File: src/rtl/display_scan_ctrl.sv
// display_scan_ctrl: eight-digit multiplexed 7-segment scan controller.
// Each digit owns a slot of SCAN_DIV cycles. The first DEAD_CYCLES of the
// slot keep every anode off, and the rest of the slot drives the digit.
// Inputs are shadowed once per frame so a frame never mixes old and new
// values.
// Optional blink support is enabled with `define DISPLAY_SCAN_BLINK_EN.
module display_scan_ctrl #(
  parameter int SCAN_DIV     = 1000,
  parameter int DEAD_CYCLES  = 16,
  parameter int BLINK_FRAMES = 64
) (
  input  logic        clk,
  input  logic        rst_n,
  input  logic [31:0] digits,
  input  logic [7:0]  blank_mask,
  input  logic [7:0]  blink_mask,
  output logic [6:0]  seg,
  output logic [7:0]  an,
  output logic        frame_start
);

  localparam int CW = $clog2(SCAN_DIV);
  localparam logic [CW-1:0] CNT_LAST  = CW'(SCAN_DIV - 1);
  localparam logic [CW-1:0] DEAD_LAST = CW'(DEAD_CYCLES - 1);

  typedef enum logic {DEAD, DRIVE} state_t;

  state_t        state;
  logic [CW-1:0] cnt;
  logic [2:0]    idx;
  logic [31:0]   digits_sh;
  logic [7:0]    blank_sh;
  logic          frame_top;   // cnt=0, idx=0: first cycle of a frame
  logic          frame_end;   // last cycle of digit 7's slot
  logic          slot_end;
  logic          suppress;
  logic [3:0]    nib;
  logic [6:0]    dec;

  assign slot_end  = (cnt == CNT_LAST);
  assign frame_top = (cnt == '0) && (idx == 3'd0);
  assign frame_end = slot_end && (idx == 3'd7);
  assign nib       = digits_sh[{idx, 2'b00} +: 4];

  // Slot counter and digit index; idx advances on every slot wrap.
  always_ff @(posedge clk) begin
    if (!rst_n) begin
      cnt <= '0;
      idx <= 3'd0;
    end else if (slot_end) begin
      cnt <= '0;
      idx <= idx + 3'd1;
    end else begin
      cnt <= cnt + 1'b1;
    end
  end

  // Per-slot FSM: DEAD while the anodes settle, then DRIVE until the slot ends.
  always_ff @(posedge clk) begin
    if (!rst_n) begin
      state <= DEAD;
    end else begin
      case (state)
        DEAD:    if (cnt == DEAD_LAST) state <= DRIVE;
        DRIVE:   if (slot_end)         state <= DEAD;
        default:                       state <= DEAD;
      endcase
    end
  end

  // Frame-coherent copies of the inputs, taken on the first cycle of a frame.
  always_ff @(posedge clk) begin
    if (!rst_n) begin
      digits_sh <= '0;
      blank_sh  <= '0;
    end else if (frame_top) begin
      digits_sh <= digits;
      blank_sh  <= blank_mask;
    end
  end

`ifdef DISPLAY_SCAN_BLINK_EN
  localparam int BW = $clog2(BLINK_FRAMES + 1);
  localparam logic [BW-1:0] BLINK_LAST = BW'(BLINK_FRAMES - 1);

  logic [BW-1:0] bcnt;
  logic          phase;
  logic [7:0]    blink_sh;

  // Frame counter for blinking. It advances as each frame ends, so the new
  // phase is already in place for the frame that frame_start announces.
  always_ff @(posedge clk) begin
    if (!rst_n) begin
      bcnt     <= '0;
      phase    <= 1'b0;
      blink_sh <= '0;
    end else begin
      if (frame_top) blink_sh <= blink_mask;
      if (frame_end) begin
        if (bcnt == BLINK_LAST) begin
          bcnt  <= '0;
          phase <= ~phase;
        end else begin
          bcnt <= bcnt + 1'b1;
        end
      end
    end
  end

  assign suppress = blank_sh[idx] | (phase & blink_sh[idx]);
`else
  // Blink input has no function in this build.
  logic unused_blink;
  assign unused_blink = ^{blink_mask, frame_end};
  assign suppress     = blank_sh[idx];
`endif

  // Active-low BCD decode; non-decimal nibbles stay dark.
  always_comb begin
    dec = 7'h7F;
    case (nib)
      4'd0:    dec = 7'h40;
      4'd1:    dec = 7'h79;
      4'd2:    dec = 7'h24;
      4'd3:    dec = 7'h30;
      4'd4:    dec = 7'h19;
      4'd5:    dec = 7'h12;
      4'd6:    dec = 7'h02;
      4'd7:    dec = 7'h78;
      4'd8:    dec = 7'h00;
      4'd9:    dec = 7'h10;
      default: dec = 7'h7F;
    endcase
  end

  // Registered outputs: one cycle behind cnt/idx, so there are no decode
  // glitches on the pins and at most one anode is ever low.
  always_ff @(posedge clk) begin
    if (!rst_n) begin
      an          <= 8'hFF;
      seg         <= 7'h7F;
      frame_start <= 1'b0;
    end else begin
      frame_start <= frame_top;
      if (state == DRIVE && !suppress) begin
        an  <= ~(8'h01 << idx);
        seg <= dec;
      end else begin
        an  <= 8'hFF;
        seg <= 7'h7F;
      end
    end
  end

endmodule

File: config.mk
export PLATFORM = sky130hd
export DESIGN_NAME = display_scan_ctrl
export DESIGN_NICKNAME = d
export VERILOG_FILES = /design/src/rtl/display_scan_ctrl.sv
export SDC_FILE = /design/constraint.sdc
export NUM_CORES = 1
export LEC_CHECK = 0
export BUFFER_PORTS_ARGS = -buffer_cell sky130_fd_sc_hd__buf_2
export CAP_MARGIN = 5
export CORE_ASPECT_RATIO = 2
export CORE_UTILIZATION = 58
export DETAILED_ROUTE_END_ITERATION = 8
export HOLD_SLACK_MARGIN = 0.05
export PLACE_DENSITY = 0.92
export SYNTH_ARGS = -nofsm -noshare
export SYNTH_HDL_FRONTEND = slang
export SYNTH_SLANG_ARGS = --single-unit
File: constraint.sdc
create_clock -name clk -period 4.9 [get_ports clk]
set_input_delay 0.49 -clock clk [delete_from_list [all_inputs] [get_ports clk]]
set_output_delay 0.49 -clock clk [all_outputs]
set_load 0.01 [all_outputs]
==> results of run 1 <==
## area by class of cell
| cell class | count | area, um^2 |
|---|---|---|
| Multi-Input combinational cell | 184 | 1503 |
| Fill cell | 349 | 1433 |
| Sequential cell | 70 | 1401 |
| Timing Repair Buffer | 58 | 292.8 |
| Clock buffer | 12 | 145.1 |
| Tap cell | 57 | 71.32 |
| Inverter | 11 | 41.29 |
| Clock inverter | 4 | 22.52 |
## cell usage in the layout (no fill, tap or decap), drive strengths merged, types with 7 or more instances in the layout
| cell type | synthesis | layout |
|---|---|---|
| inv | 11 | 11 |
| clkbuf | 5 | 12 |
| mux4 | 10 | 10 |
| xnor2 | 7 | 7 |
| buf | 8 | 58 |
| nor2 | 59 | 59 |
| mux2i | 45 | 45 |
| nand2 | 9 | 9 |
| dfxtp | 70 | 70 |
| ha | 13 | 13 |
## kinds of logic (layout without fill, tap and decap cells)
| kind of cell | Yosys count | in the layout | synth area share, % |
|---|---|---|---|
| compound gates | 11 | 11 | 2.823 |
| fa+ha+maj | 13 | 13 | 5.397 |
| simple gates | 90 | 90 | 13.08 |
| buf+inv | 24 | 85 | 3.653 |
| flops | 70 | 70 | 46.49 |
| xor+xnor | 10 | 10 | 2.906 |
| mux | 60 | 60 | 25.65 |
## worst max-delay path by stage
| stage | end | startpoint | slack [ns] | cells past startpoint |
|---|---|---|---|---|
| after floorplan | seg[5]$_SDFF_PN1_ | idx[0]$_SDFFE_PN0N_ | 2.78 | 7 |
| after global placement | seg[5]$_SDFF_PN1_ | idx[0]$_SDFFE_PN0N_ | 2.27 | 6 |
| after detailed placement | seg[6]$_SDFF_PN1_ | idx[0]$_SDFFE_PN0N_ | 2.22 | 6 |
| after CTS | seg[6]$_SDFF_PN1_ | idx[0]$_SDFFE_PN0N_ | 2.16 | 6 |
| after global routing | seg[6]$_SDFF_PN1_ | idx[0]$_SDFFE_PN0N_ | 2.02 | 6 |
| final | seg[6]$_SDFF_PN1_ | idx[0]$_SDFFE_PN0N_ | 2.15 | 6 |
## metrics by stage
stage | worst slack (ns) | cells | util [%]
floorplan | 2.785 | 278 | -
global placement | 2.268 | 380 | 67.41
detailed placement | 2.217 | 380 | 67.41
CTS | 2.162 | 396 | 70.82
global route | 2.021 | 396 | 70.82
finish | 2.150 | 396 | 70.82
## flip-flops by register name, summed over array words and instances (netlist names)
name and flops:
an 8, blank_sh 8, frame_start 1, idx 3, cnt 10, digits_sh 32, seg 7, state 1
## synth_stat cells
library cell  number
a21oi_1            2
nor3_2             1
nand4b_1           1
buf_6              2
inv_1              9
mux2_2             3
a32oi_2            1
mux2_4             2
inv_2              2
o21ai_0            2
nand2_1            9
nand3_1            5
xnor2_1            7
nor2_1            58
a22oi_1            2
nor3b_1            1
a32oi_1            3
clkbuf_1           5
ha_1              13
dfxtp_1           70
nor3_1             4
mux2i_1           45
or3_1              1
buf_2              4
buf_1              2
a211oi_1           1
nor4_1             1
and3_1             4
nor4b_1            1
mux4_1             9
nor2b_1            1
nand4_1            2
nor2_2             1
mux4_2             1
xor2_1             3
## worst min-delay path, cell delays in order
cell	delay [ns]
buf_2	0.07
mux2i_1	0.05
nor2_1	0.07
## routing by layer
| metal | global-route usage, % | routed length, um | vias to the layer above |
|---|---|---|---|
| met4 | 12.59 | 155 | 0 |
| met5 | 0 | 0 | - |
| li1 | - | - | 1075 |
| met2 | 40.42 | 3181 | 53 |
| met1 | 22.86 | 2168 | 1008 |
| met3 | 7.164 | 215 | 15 |
## where the power goes
group	switching (uW)	internal [uW]
Clock	209	195
Sequential	17.2	603
Combinational	79.3	79.2
Total	305	877
==> reports/qor.yml, run 1 <==
crit_buf_inv: 1
clock_path_buffers: 2
vdd_drop_max_mv: 0.2853
p_leak_uw: 0.001614
io_pins: 66
grtUsageTotal_pct: 23.19
rsz0062_at_grt: "false"
cpMaxStageDelayCell: "dfxtp_1"
syn_to_final_growth_pct: 15.36
dpl_cell_area_mm2: 0.003309
die_h_um: 104.0
nets: 397
timing_worst_setup_path_type: "flop to flop"
synth_top_cell_by_area: "dfxtp_1"
clock_latency_ns: 0.35
netlist_area_mm2: 0.003014
wirelength_mm: 5.721
powerDensity_mw_per_mm2: 339.9
drv_cap: 0
antenna_found_initial: 0
path_delay_family: "multiplexers"
cts.clk_slew.worst_paths_ns: 0.07
path_cells: "mux4_1, mux2i_1, inv_1, ha_1, nor3_1, a22oi_1"
ys_types: 35
fin_area_mm2: 0.003477
ys_ff_latch: 70
routed_via_density: 5.432
postCtsSetupRepairBufs: 0
vias: 2151
ys_seq_area_share_pct: 46.49
crit_required_ns: 5.10
wire_per_inst_um: 14.45
gr-total-overflow: 0
tightest_slew_ns: 0.7411
antenna_left: 0
setup_viol: 0
min-delay-start: "digits[1]"
cts-buffers-inserted: 9
dr.pass1.iters: 5
first_global_vias: 2124
core_area_mm2: 0.004910
root_buffer: "clkbuf_8"
drt-initial-drc-count: 47
worstReg2RegStart: "idx[0]$_SDFFE_PN0N_"
cp_max_fo: 13
start_kind: "flop"
rr_worst_depth: 6
r2r_end: "seg[6]$_SDFF_PN1_"
worst_clock_skew_ns: 0.006199
reg2reg_slack_ns: 2.15
fin_crit_sh_pct: 56.13
place_hpwl_mm: 4.018
die-area_mm2: 0.005507
fin_crit_ns: 2.750
port_buffers: 57
min_to: "digits_sh[1]$_SDFFE_PN0P_"
end_kind: "flop"
cts_tree: "yes"
cts_hold_buf: 0
finalPower_uw: 1182
fmax_mhz: 363.6
drv_slew: 0
htreeDepth: 3
synth_top_area_share_pct: 46.49
syn_inst: 278
grt_pass1_wl_mm: 9.225
status: "complete, no violations"
drc: 0
ys_warn_count: 0
arrival_ns: 2.95
place.gp.congestion: 0.8707
worstHoldPathCells: 3
start_util_pct: 61.39
synth.area.top_cells: "dfxtp_1 46%, mux2i_1 15%, mux4_1 7.8%"
setup_tns_ns: 0
synthesis.nets: 341
cts_resized: 0
hold_class: "primary input to flop"
rows: 36
diodes: 0
fp.dieW_um: 52.98
drive_above_1_share_pct: 24.48
max_stage_delay_ns: 0.77
grt_max_degree: 47
syn_area_per_cell_um2: 10.84
relSlewSlack_pct: 50.52
clock-sinks: 70
finalHoldViolCount: 0
whs_ns: 0.3676
Power figures use the tool's default switching activity.
==> run 2, diff against run 1 <==
- CORE_UTILIZATION: 58 -> 48
- PLACE_DENSITY: 0.92 -> 0.83
- clock period: 4.9 -> 2.4 ns (I/O delays scaled with it)
==> reports/qor.yml, run 2 (synthesis results as in run 1) <==
dr.pass1.iters: 6
drc: 2
wirelength_mm: 5.569
grtUsageTotal_pct: 18.82
path_delay_family: "multiplexers"
cts_hold_buf: 0
cpMaxStageDelayCell: "mux4_1"
wire_per_inst_um: 13.78
pre_cts_ws_ns: 0.2497
cp_max_fo: 7
place_hpwl_mm: 4.052
clock_path_buffers: 2
timing_worst_setup_path_type: "flop to flop"
stdcell_count: 404
clock_latency_ns: 0.33
crit_buf_inv: 2
layout_commonest_cell: "dfxtp_1"
regMostFlops: "digits_sh"
cts.clk_slew.worst_paths_ns: 0.05
tightest_slew_ns: 0.7398
htreeDepth: 3
reg2reg_slack_ns: 0.23
end_kind: "flop"
cts_resized: 0
cts-buffers-inserted: 9
start_kind: "flop"
routed_via_density: 5.376
whs_ns: 0.1414
start_util_pct: 50.19
io_pins: 66
finalPower_uw: 2739
fin_ws_ns: 0.2292
status: "finished, violations left"
root_buffer: "clkbuf_16"
clock-sinks: 70
powerDensity_mw_per_mm2: 757.4
p_leak_uw: 0.001682
nets: 401
relSlewSlack_pct: 50.61
vias: 2172
drv_slew: 0
grt_max_degree: 47
first_global_vias: 2132
final_cell_mix: "70 x dfxtp_1, 58 x nor2_1, 57 x buf_2"
core_area_mm2: 0.006006
violations: "DRC"
dpl.cell_count: 390
antenna_left: 0
postCtsSetupRepairBufs: 0
finalHoldViolCount: 0
hold_class: "primary input to flop"
cts_tree: "yes"
fin_crit_ns: 2.171
setup_viol: 0
rsz0062_at_grt: "false"
die_h_um: 114.1
worst_clock_skew_ns: 0.004202
max_stage_delay_ns: 0.62
drt-initial-drc-count: 50
path_cells: "buf_4, mux4_1, mux2i_1, inv_1, ha_1, nor3_1, a22oi_1"
port_buffers: 57
fin_crit_sh_pct: 90.45
rows: 40
fp.dieW_um: 58.04
crit_required_ns: 2.59
drive_above_1_share_pct: 24.93
fmax_mhz: 460.7
largest_reg_flops: 32
setup_tns_ns: 0
fillers: 498
grt_pass1_wl_mm: 9.163
arrival_ns: 2.36
reg_top3: "digits_sh x32, cnt x10"
syn_to_final_growth_pct: 19.97
die-area_mm2: 0.006620
diodes: 0
antenna_found_initial: 0
vdd_drop_max_mv: 0.5191
place.gp.congestion: 0.7792
gr-total-overflow: 0
drv_cap: 0
## run 2: cell count changes in the layout (fill, tap and decap cells not counted)
cell | before | now
buf_4 | 1 | 4
clkinv_2 | 3 | 2
clkinvlp_4 | 1 | 0
clkbuf_16 | 0 | 9
buf_12 | 0 | 1
clkbuf_8 | 10 | 1
## run 2: worst register-to-register path: stages (launching register included)
cell and delay [ns]:
dfxtp_1 0.33, buf_4 0.18, mux4_1 0.62, mux2i_1 0.24, inv_1 0.09, ha_1 0.18, nor3_1 0.26, a22oi_1 0.13
## run 2: stage by stage
| stage | area (um^2) | utilization [%] |
|---|---|---|
| after floorplan | 3014 | - |
| after global routing | 3616 | 60.21 |
| final | 3616 | 60.21 |
| after CTS | 3616 | 60.21 |
| after detailed placement | 3359 | 55.94 |
| after global placement | 3359 | 55.94 |
## run 2: path summary, 6_finish.rpt
kind | start | end | cells past startpoint
setup reg to reg | idx[0]$_SDFFE_PN0N_ | seg[5]$_SDFF_PN1_ | 7
setup / recovery | idx[0]$_SDFFE_PN0N_ | seg[5]$_SDFF_PN1_ | 7
hold / removal | digits[4] | digits_sh[4]$_SDFFE_PN0P_ | 3
hold reg to reg | cnt[0]$_SDFF_PP0_ | cnt[0]$_SDFF_PP0_ | 1
## run 2: cell type report
cell class,instances,area (um^2),area share [%]
Sequential cell,70,1401,38.75
Multi-Input combinational cell,184,1503,41.56
Inverter,11,41.29,1.142
Clock buffer,12,246.5,6.817
Tap cell,63,78.83,2.180
Timing Repair Buffer,62,335.3,9.273
Clock inverter,2,10.01,0.2768
## run 2: where the power goes
group	switching (uW)	leakage (uW)	total (uW)	internal, uW
registers	34.1	0.000573	1270	1230
clock network	428	0.000128	1140	710
logic	163	0.000980	332	169
## run 2: metal layers
| layer | part of all wire [%] | vias to the layer above | track usage (%) |
|---|---|---|---|
| met2 | 55 | 55 | 33.41 |
| met5 | 0 | - | 0 |
| met4 | 3.3 | 0 | 12.70 |
| li1 | - | 1082 | - |
| met1 | 37 | 1023 | 17.74 |
| met3 | 4.9 | 12 | 5.876 |
